File: src/rtl/au_seq.sv
// WIDTH-generic arithmetic unit: add, subtract, pass, shift-add multiply and
// restoring divide behind one START/BUSY/DONE handshake with registered result and flags.
module au_seq #(
    parameter int WIDTH = 8
) (
    input  logic               CLK,
    input  logic               CLR,
    input  logic               LdA,
    input  logic               LdB,
    input  logic [2*WIDTH-1:0] X,
    input  logic [3:0]         OP,
    input  logic               START,
    output logic [2*WIDTH-1:0] Rout,
    output logic               BUSY,
    output logic               DONE,
    output logic               OVR,
    output logic               ZERO,
    output logic               COUT,
    output logic               DZ
);

    localparam int W  = WIDTH;
    localparam int CW = $clog2(W + 1);

    localparam logic [3:0] OP_ADD  = 4'd0;
    localparam logic [3:0] OP_SUB  = 4'd1;
    localparam logic [3:0] OP_MUL  = 4'd2;
    localparam logic [3:0] OP_DIV  = 4'd3;
    localparam logic [3:0] OP_PASS = 4'd4;

    typedef enum logic [1:0] {IDLE, RUN, FIN} state_t;

    state_t            state;
    logic [2*W-1:0]    a_reg;
    logic [W-1:0]      b_reg;
    logic [2*W-1:0]    a_lat;
    logic [W-1:0]      b_lat;
    logic [3:0]        op_lat;
    logic [2*W-1:0]    wk;
    logic [CW-1:0]     cnt;

    logic [W:0]        mul_sum;
    logic [2*W-1:0]    mul_next;
    logic [W:0]        div_sh;
    logic [W:0]        div_dif;
    logic [2*W-1:0]    div_next;

    logic [W+1:0]      as_res;
    logic [2*W-1:0]    res;
    logic              res_ovr;
    logic              res_cout;
    logic              res_dz;

    logic              div_fast;

    // Returns {signed overflow, carry out, W-bit sum}; subtraction is x + ~y + 1.
    function automatic logic [W+1:0] addsub(input logic [W-1:0] x,
                                            input logic [W-1:0] y,
                                            input logic         sub);
        logic [W-1:0] yy;
        logic [W:0]   full;
        logic [W-1:0] low;
        yy   = sub ? ~y : y;
        full = {1'b0, x} + {1'b0, yy} + {{W{1'b0}}, sub};
        low  = {1'b0, x[W-2:0]} + {1'b0, yy[W-2:0]} + {{(W-1){1'b0}}, sub};
        return {low[W-1] ^ full[W], full[W], full[W-1:0]};
    endfunction

    // One shift-add / restoring-divide iteration on the shared working register.
    always_comb begin
        mul_sum  = {1'b0, wk[2*W-1:W]} + (wk[0] ? {1'b0, b_lat} : {(W+1){1'b0}});
        mul_next = {mul_sum, wk[W-1:1]};
        div_sh   = {wk[2*W-1:W], wk[W-1]};
        div_dif  = div_sh - {1'b0, b_lat};
        if (div_sh >= {1'b0, b_lat}) begin
            div_next = {div_dif[W-1:0], wk[W-2:0], 1'b1};
        end else begin
            div_next = {div_sh[W-1:0], wk[W-2:0], 1'b0};
        end
    end

    // Divide-by-zero and quotient overflow skip the iterations entirely.
    always_comb begin
        div_fast = (b_reg == '0) || (a_reg[2*W-1:W] >= b_reg);
    end

    always_comb begin
        res      = '0;
        res_ovr  = 1'b0;
        res_cout = 1'b0;
        res_dz   = 1'b0;
        as_res   = addsub(a_lat[W-1:0], b_lat, op_lat == OP_SUB);
        case (op_lat)
            OP_ADD, OP_SUB: begin
                res      = {{W{1'b0}}, as_res[W-1:0]};
                res_cout = as_res[W];
                res_ovr  = as_res[W+1];
            end
            OP_MUL: begin
                res = wk;
            end
            OP_DIV: begin
                if (b_lat == '0) begin
                    res     = '1;
                    res_ovr = 1'b1;
                    res_dz  = 1'b1;
                end else if (a_lat[2*W-1:W] >= b_lat) begin
                    res     = '1;
                    res_ovr = 1'b1;
                end else begin
                    // Working register holds {remainder, quotient}; output swaps them.
                    res = {wk[W-1:0], wk[2*W-1:W]};
                end
            end
            OP_PASS: begin
                res = a_lat;
            end
            default: begin
                res = '0;
            end
        endcase
    end

    always_ff @(posedge CLK or posedge CLR) begin
        if (CLR) begin
            state  <= IDLE;
            a_reg  <= '0;
            b_reg  <= '0;
            a_lat  <= '0;
            b_lat  <= '0;
            op_lat <= '0;
            wk     <= '0;
            cnt    <= '0;
            Rout   <= '0;
            BUSY   <= 1'b0;
            DONE   <= 1'b0;
            OVR    <= 1'b0;
            ZERO   <= 1'b0;
            COUT   <= 1'b0;
            DZ     <= 1'b0;
        end else begin
            if (LdA) begin
                a_reg <= X;
            end
            if (LdB) begin
                b_reg <= X[W-1:0];
            end

            case (state)
                IDLE: begin
                    DONE <= 1'b0;
                    if (START) begin
                        a_lat  <= a_reg;
                        b_lat  <= b_reg;
                        op_lat <= OP;
                        BUSY   <= 1'b1;
                        cnt    <= CW'(W);
                        if (OP == OP_MUL) begin
                            wk    <= {{W{1'b0}}, a_reg[W-1:0]};
                            state <= RUN;
                        end else if (OP == OP_DIV && !div_fast) begin
                            wk    <= a_reg;
                            state <= RUN;
                        end else begin
                            state <= FIN;
                        end
                    end
                end
                RUN: begin
                    wk  <= (op_lat == OP_MUL) ? mul_next : div_next;
                    cnt <= cnt - CW'(1);
                    if (cnt == CW'(1)) begin
                        state <= FIN;
                    end
                end
                FIN: begin
                    Rout  <= res;
                    OVR   <= res_ovr;
                    COUT  <= res_cout;
                    DZ    <= res_dz;
                    ZERO  <= (res == '0);
                    DONE  <= 1'b1;
                    BUSY  <= 1'b0;
                    state <= IDLE;
                end
                default: begin
                    state <= IDLE;
                end
            endcase
        end
    end

endmodule

File: config.mk
export PLATFORM = sky130hd
export DESIGN_NAME = au_seq
export DESIGN_NICKNAME = d
export VERILOG_FILES = /design/src/rtl/au_seq.sv
export SDC_FILE = /design/constraint.sdc
export NUM_CORES = 1
export LEC_CHECK = 0
export CORE_MARGIN = 5
export CORE_UTILIZATION = 50
export DETAILED_ROUTE_END_ITERATION = 7
export DONT_BUFFER_PORTS = 1
export GPL_TIMING_DRIVEN = 0
export PLACE_DENSITY_LB_ADDON = 0.05
export SKIP_LAST_GASP = 1
export SLEW_MARGIN = 20
export SYNTH_ARGS = -nofsm -noshare
export SYNTH_HDL_FRONTEND = slang
export SYNTH_SLANG_ARGS = --single-unit
File: constraint.sdc
create_clock -name CLK -period 3.8 [get_ports CLK]
set_clock_uncertainty 0.05 [all_clocks]
set_input_delay 0.38 -clock CLK [delete_from_list [all_inputs] [get_ports CLK]]
set_output_delay 0.38 -clock CLK [all_outputs]
set_load 0.05 [all_outputs]
Yosys cells after proc, flatten, opt, wreduce, memory -nomap -nowiden

Index checks and enable logic that the tools add are counted.

Reduce and logical (&&, ||, !) cells: 16
Bitwise logic cells: 2
Order comparisons: 3
Equality and inequality tests: 12
Muxes and demuxes: 27
Add/sub/neg operators: 7

Operators by type and width:

| kind                                                             | number |
|---|---|
| 16-bit 2-to-1 mux                                                | 7 |
| 16-bit one-hot mux with 4 select lines                           | 1 |
| 16-bit one-hot mux with 2 select lines                           | 1 |
| 8-bit by 8-bit adder with 9-bit output                           | 2 |
| 4-bit by 2-bit == test with 1-bit output (second input constant) | 4 |
| 8-bit >= comparator                                              | 2 |
| 16-bit logical NOT                                               | 1 |
| 8-bit logical NOT                                                | 2 |
| 8-bit 2-to-1 mux                                                 | 2 |
| 9-bit by 1-bit adder with 9-bit output                           | 1 |
| 9-bit by 8-bit >= comparator with 1-bit output                   | 1 |
| 7-bit by 7-bit adder with 8-bit output                           | 1 |
| 8-bit by 1-bit adder with 8-bit output                           | 1 |
| 4-bit by 1-bit == test with 1-bit output (second input constant) | 2 |
| 2-bit 2-to-1 mux                                                 | 4 |
| 8-bit inverter                                                   | 1 |
| 4-bit one-hot mux with 2 select lines                            | 1 |
| 2-bit AND reduction                                              | 4 |
| 8-bit subtractor                                                 | 1 |
| 1-bit 2-to-1 mux                                                 | 6 |
| 1-bit one-hot mux with 2 select lines                            | 3 |
| 4-bit by 3-bit == test with 1-bit output (second input constant) | 1 |
| 4-bit logical NOT                                                | 1 |
| 4-bit 2-to-1 mux                                                 | 1 |
| other kinds (14)                                                 | 16 |

Input bits: 25
Bits in registers: 96
Output and inout port bits: 22
Logic and storage cells: 82

Depth between registers and ports, before layout

Word-level depth: 8
Mapped depth: 13

Worst setup path after synthesis

OpenSTA, ideal clock, no wires.

Path kind: register to register
Start point: register op_lat[2]
End point: register ZERO
Cell stages (with the launch flop): 13
Slack: 0.895 ns
Clock period less this slack: 2.905 ns
Buffers on the path: 1
Arrival: 2.733 ns
Cell sequence: dfrtp_1 -> or4b_1 -> buf_6 -> xnor2_1 -> inv_1 -> fa_1 -> nand2b_1 -> a21oi_1 -> o21ai_0 -> mux2i_1 -> o211ai_1 -> nor4_1 -> a32o_1

Word-level cells in the longest chain between the ends: 6

RTL lines:

| element                                    | RTL line | source |
|---|---|---|
| from (decl)                                | 38       | `logic [3:0] op_lat;` |
| from (signal assigned)                     | 131      | `op_lat <= '0;` |
| from (signal assigned)                     | 155      | `op_lat <= OP;` |
| 4-bit by 1-bit == test with 1-bit output   | 92, 93   |  |
| 8-bit 2-to-1 mux                           | 63       | `yy = sub ? ~y : y;` |
| 8-bit by 8-bit adder with 9-bit output     | 64       | `full = {1'b0, x} + {1'b0, yy} + {{W{1'b0}}, sub};` |
| 9-bit by 1-bit adder with 9-bit output     | 64       |  |
| 16-bit one-hot mux with 4 select lines (*) | 93       | `case (op_lat)` |
| 16-bit logical NOT (*)                     | 181      | `ZERO <= (res == '0);` |
| to (signal assigned)                       | 181      |  |
| to (decl)                                  | 17       | `output logic ZERO,` |

Mark *: on every way between the ends. The rest lies on a longest branch, timed or not.
A chain may end at the register's enable or synchronous reset.

Worst setup path after layout

Same ends and word-level chain as after synthesis.

==> results_dict.tcl <==
set metrics [dict create \
    status "finished clean" \
    layout_common_cells "dfrtp_1, nand2_1, nor2_1, mux2_2, o21ai_0" \
    min_period_ps 3320 \
    io_buffers 0 \
    num_vias 4889 \
    route.detailed.drc 0 \
    total_power_mw 6.84 \
    required_ps 4040 \
    maxCapViolations 0 \
    r2r-start "op_lat[2]$_DFFE_PP0P_" \
    grtUsageTotal_pct 24.6 \
    clock_latency_ps 360 \
    drv_slew 0 \
    yosysWarningCount 0 \
    rsz0062_at_grt "false" \
    worst_r2r_path_depth 12 \
    min_to "b_reg[4]$_DFFE_PP0P_" \
    ys.flop_type "dfrtp_1" \
    cts_tree "built" \
    syn_inst 617 \
    setup_viol_count_final 0 \
    antenna_found_initial 0 \
    initial_core_util_pct 50.4 \
    grt_max_degree 54 \
    synthTopCellsByArea "dfrtp_1, ha_1, mux2_2" \
    htreeDepth 3 \
    instances_no_fill 781 \
    vias_per_cell 6.26 \
    routabilityCongestion 0.924 \
    worstPathMaxFanout 9 \
    worstSetupPathType "reg2reg" \
    dp_hpwl_um 13400 \
    top_usage_layer "met2" \
    grt_pass1_wl_um 27100 \
    antenna_left 0 \
    drtIter0Drc 511 \
    routedWlPerCell_um 21.8 \
    r2r_slack_ps 480 \
    synth_top_area_share_pct 40.2 \
    yosysTopAreaCell "dfrtp_1" \
    drt-total-wl_um 17100 \
    syn_nets 686 \
    hold_class "in2reg" \
    fin_ws_ps 478 \
    synthesis.area_um2 5980 \
    synth_cell_types 67 \
    worst_pin_slew_ps 1000 \
    hold_start "LdB" \
    fin_crit_sh_pct 87.4 \
    power_density_nw_per_um2 1050 \
    tns_ps 0 \
    hold_viol 0 \
    synth_area_per_cell_um2 9.70 \
    placedCellCount 765 \
    cts_buffer_depth 2 \
    p_leak_nw 2.73 \
    die-area_um2 14300 \
    nets 699 \
    slew_headroom_pct 32.2 \
    gr-usage-met1_pct 33.4 \
    boundaryPins 47 \
    synth_edf_count 0 \
    grt_overflow 0 \
    preCtsSetupSlack_ps 379 \
    clock_sinks 96 \
    grtUsageMet2_pct 38.4 \
    layout_commonest_cell "dfrtp_1" \
    coreArea_um2 11900 \
    core.rowCount 40 \
    area_delta_synth_final_pct 8.43 \
    synth-async-reset-ratio_pct 100 \
    drive_gt1_share_pct 12.8 \
    whs_path_depth 1 \
    numCtsBuffers 9 \
    cp-end-kind "flop" \
    use_met3_pct 6.89 \
    fmax_mhz 301 \
    antennaDiodeCount 0 \
    clkSlewWorstSetupHoldPaths_ps 70 \
    ys_seq_area_share_pct 40.2 \
    peakVddDrop_mv 0.333 \
    die_x_um 119 \
    ys_ff_latch 96 \
    clk_root_buffer_cell "clkbuf_16" \
    worstSetupStartpointType "flop" \
    die_h_um 119 \
    worst_ep_arrival_time_ps 3560 \
    drt-pass1-iter-count 5 \
    r2r_end "ZERO$_DFFE_PP0P_" \
    grt_pass1_vias 4847 \
]
-- synthesized netlist by cell type (6+ instances only) --
library cell,count
dfrtp_1,96
nand2_1,65
nor2_1,45
mux2_2,44
o21ai_0,43
ha_1,41
a21oi_1,36
inv_1,33
clkbuf_1,21
a31oi_1,14
nor3_1,10
xnor2_1,9
a222oi_1,8
and2_1,8
o21a_1,8
nor2b_1,7
xor2_1,7
a211oi_1,6
nand3_1,6
o22a_1,6
-- how the worst max path moves through the flow --
| stage | start | endpoint | slack, ps | cells past startpoint |
|---|---|---|---|---|
| 2_1_floorplan | CLR | BUSY$_DFFE_PP0P_ | 860 | 1 |
| 3_3_place_gp | CLR | cnt[1]$_DFFE_PP0P_ | -210 | 1 |
| 3_5_place_dp | b_lat[5]$_DFFE_PP0P_ | ZERO$_DFFE_PP0P_ | 380 | 9 |
| 4_1_cts | b_lat[5]$_DFFE_PP0P_ | ZERO$_DFFE_PP0P_ | 350 | 9 |
| 5_1_grt | op_lat[2]$_DFFE_PP0P_ | ZERO$_DFFE_PP0P_ | 190 | 12 |
| 6_report | op_lat[2]$_DFFE_PP0P_ | ZERO$_DFFE_PP0P_ | 480 | 12 |
-- final cells by class --
type / instances / area (um^2)
fill: 1066 / 5380
multi-input combinational: 459 / 3320
sequential: 96 / 2400
clock buffer: 11 / 243
tap: 147 / 184
buffer: 29 / 143
inverter: 33 / 129
timing repair buffer: 2 / 37.5
clock inverter: 4 / 31.3
-- critical path, cell delays in order, from the launching register on --
cell and delay [ps]:
dfrtp_1 410, or4b_1 520, buf_6 170, xnor2_1 190, inv_1 90, fa_1 420, nand2b_1 190, a21oi_1 160
o21ai_0 140, mux2i_1 190, o211ai_1 140, nor4_1 360, a32o_1 210
-- cell families after synthesis --
kind of cell	count (synthesis)	synth area share, %
simple gates	179	14.5
compound gates	171	19.9
flops	96	40.2
buf+inv	62	4.46
mux	49	9.12
fa+ha+maj	44	9.58
xor+xnor	16	2.34
-- routing by layer --
layer / vias up / share of wire [%] / wire, um
met2: 178 / 46 / 7780
met1: 2412 / 44 / 7590
li1: 2272 / - / -
met3: 27 / 7.8 / 1340
met4: 0 / 2.1 / 362
met5: - / 0 / 0
-- repair_timing --
action                                  CTS  global route
buffers inserted                          0             0
resized for setup                         0             1
hold endpoints to repair                 43             0
endpoints found under the setup margin    0             1
hold buffers                              1             0
-- power breakdown --
part | leakage, nW | switching (mW) | internal [mW]
clock | 0.124 | 0.404 | 0.459
combinational | 1.46 | 2.08 | 1.59
sequential | 1.15 | 0.894 | 1.41
total | 2.73 | 3.38 | 3.46
-- per-stage QoR --
stage / util, % / hold WS [ps] / instance area (um^2)
floorplan: - / 408 / 5980
global placement: 52.0 / 435 / 6170
detailed placement: 52.3 / 237 / 6200
CTS: 54.7 / 68.0 / 6480
global route: 54.7 / 69.1 / 6490
finish: 54.7 / 74.9 / 6490
(Power assumes the default switching activity.)
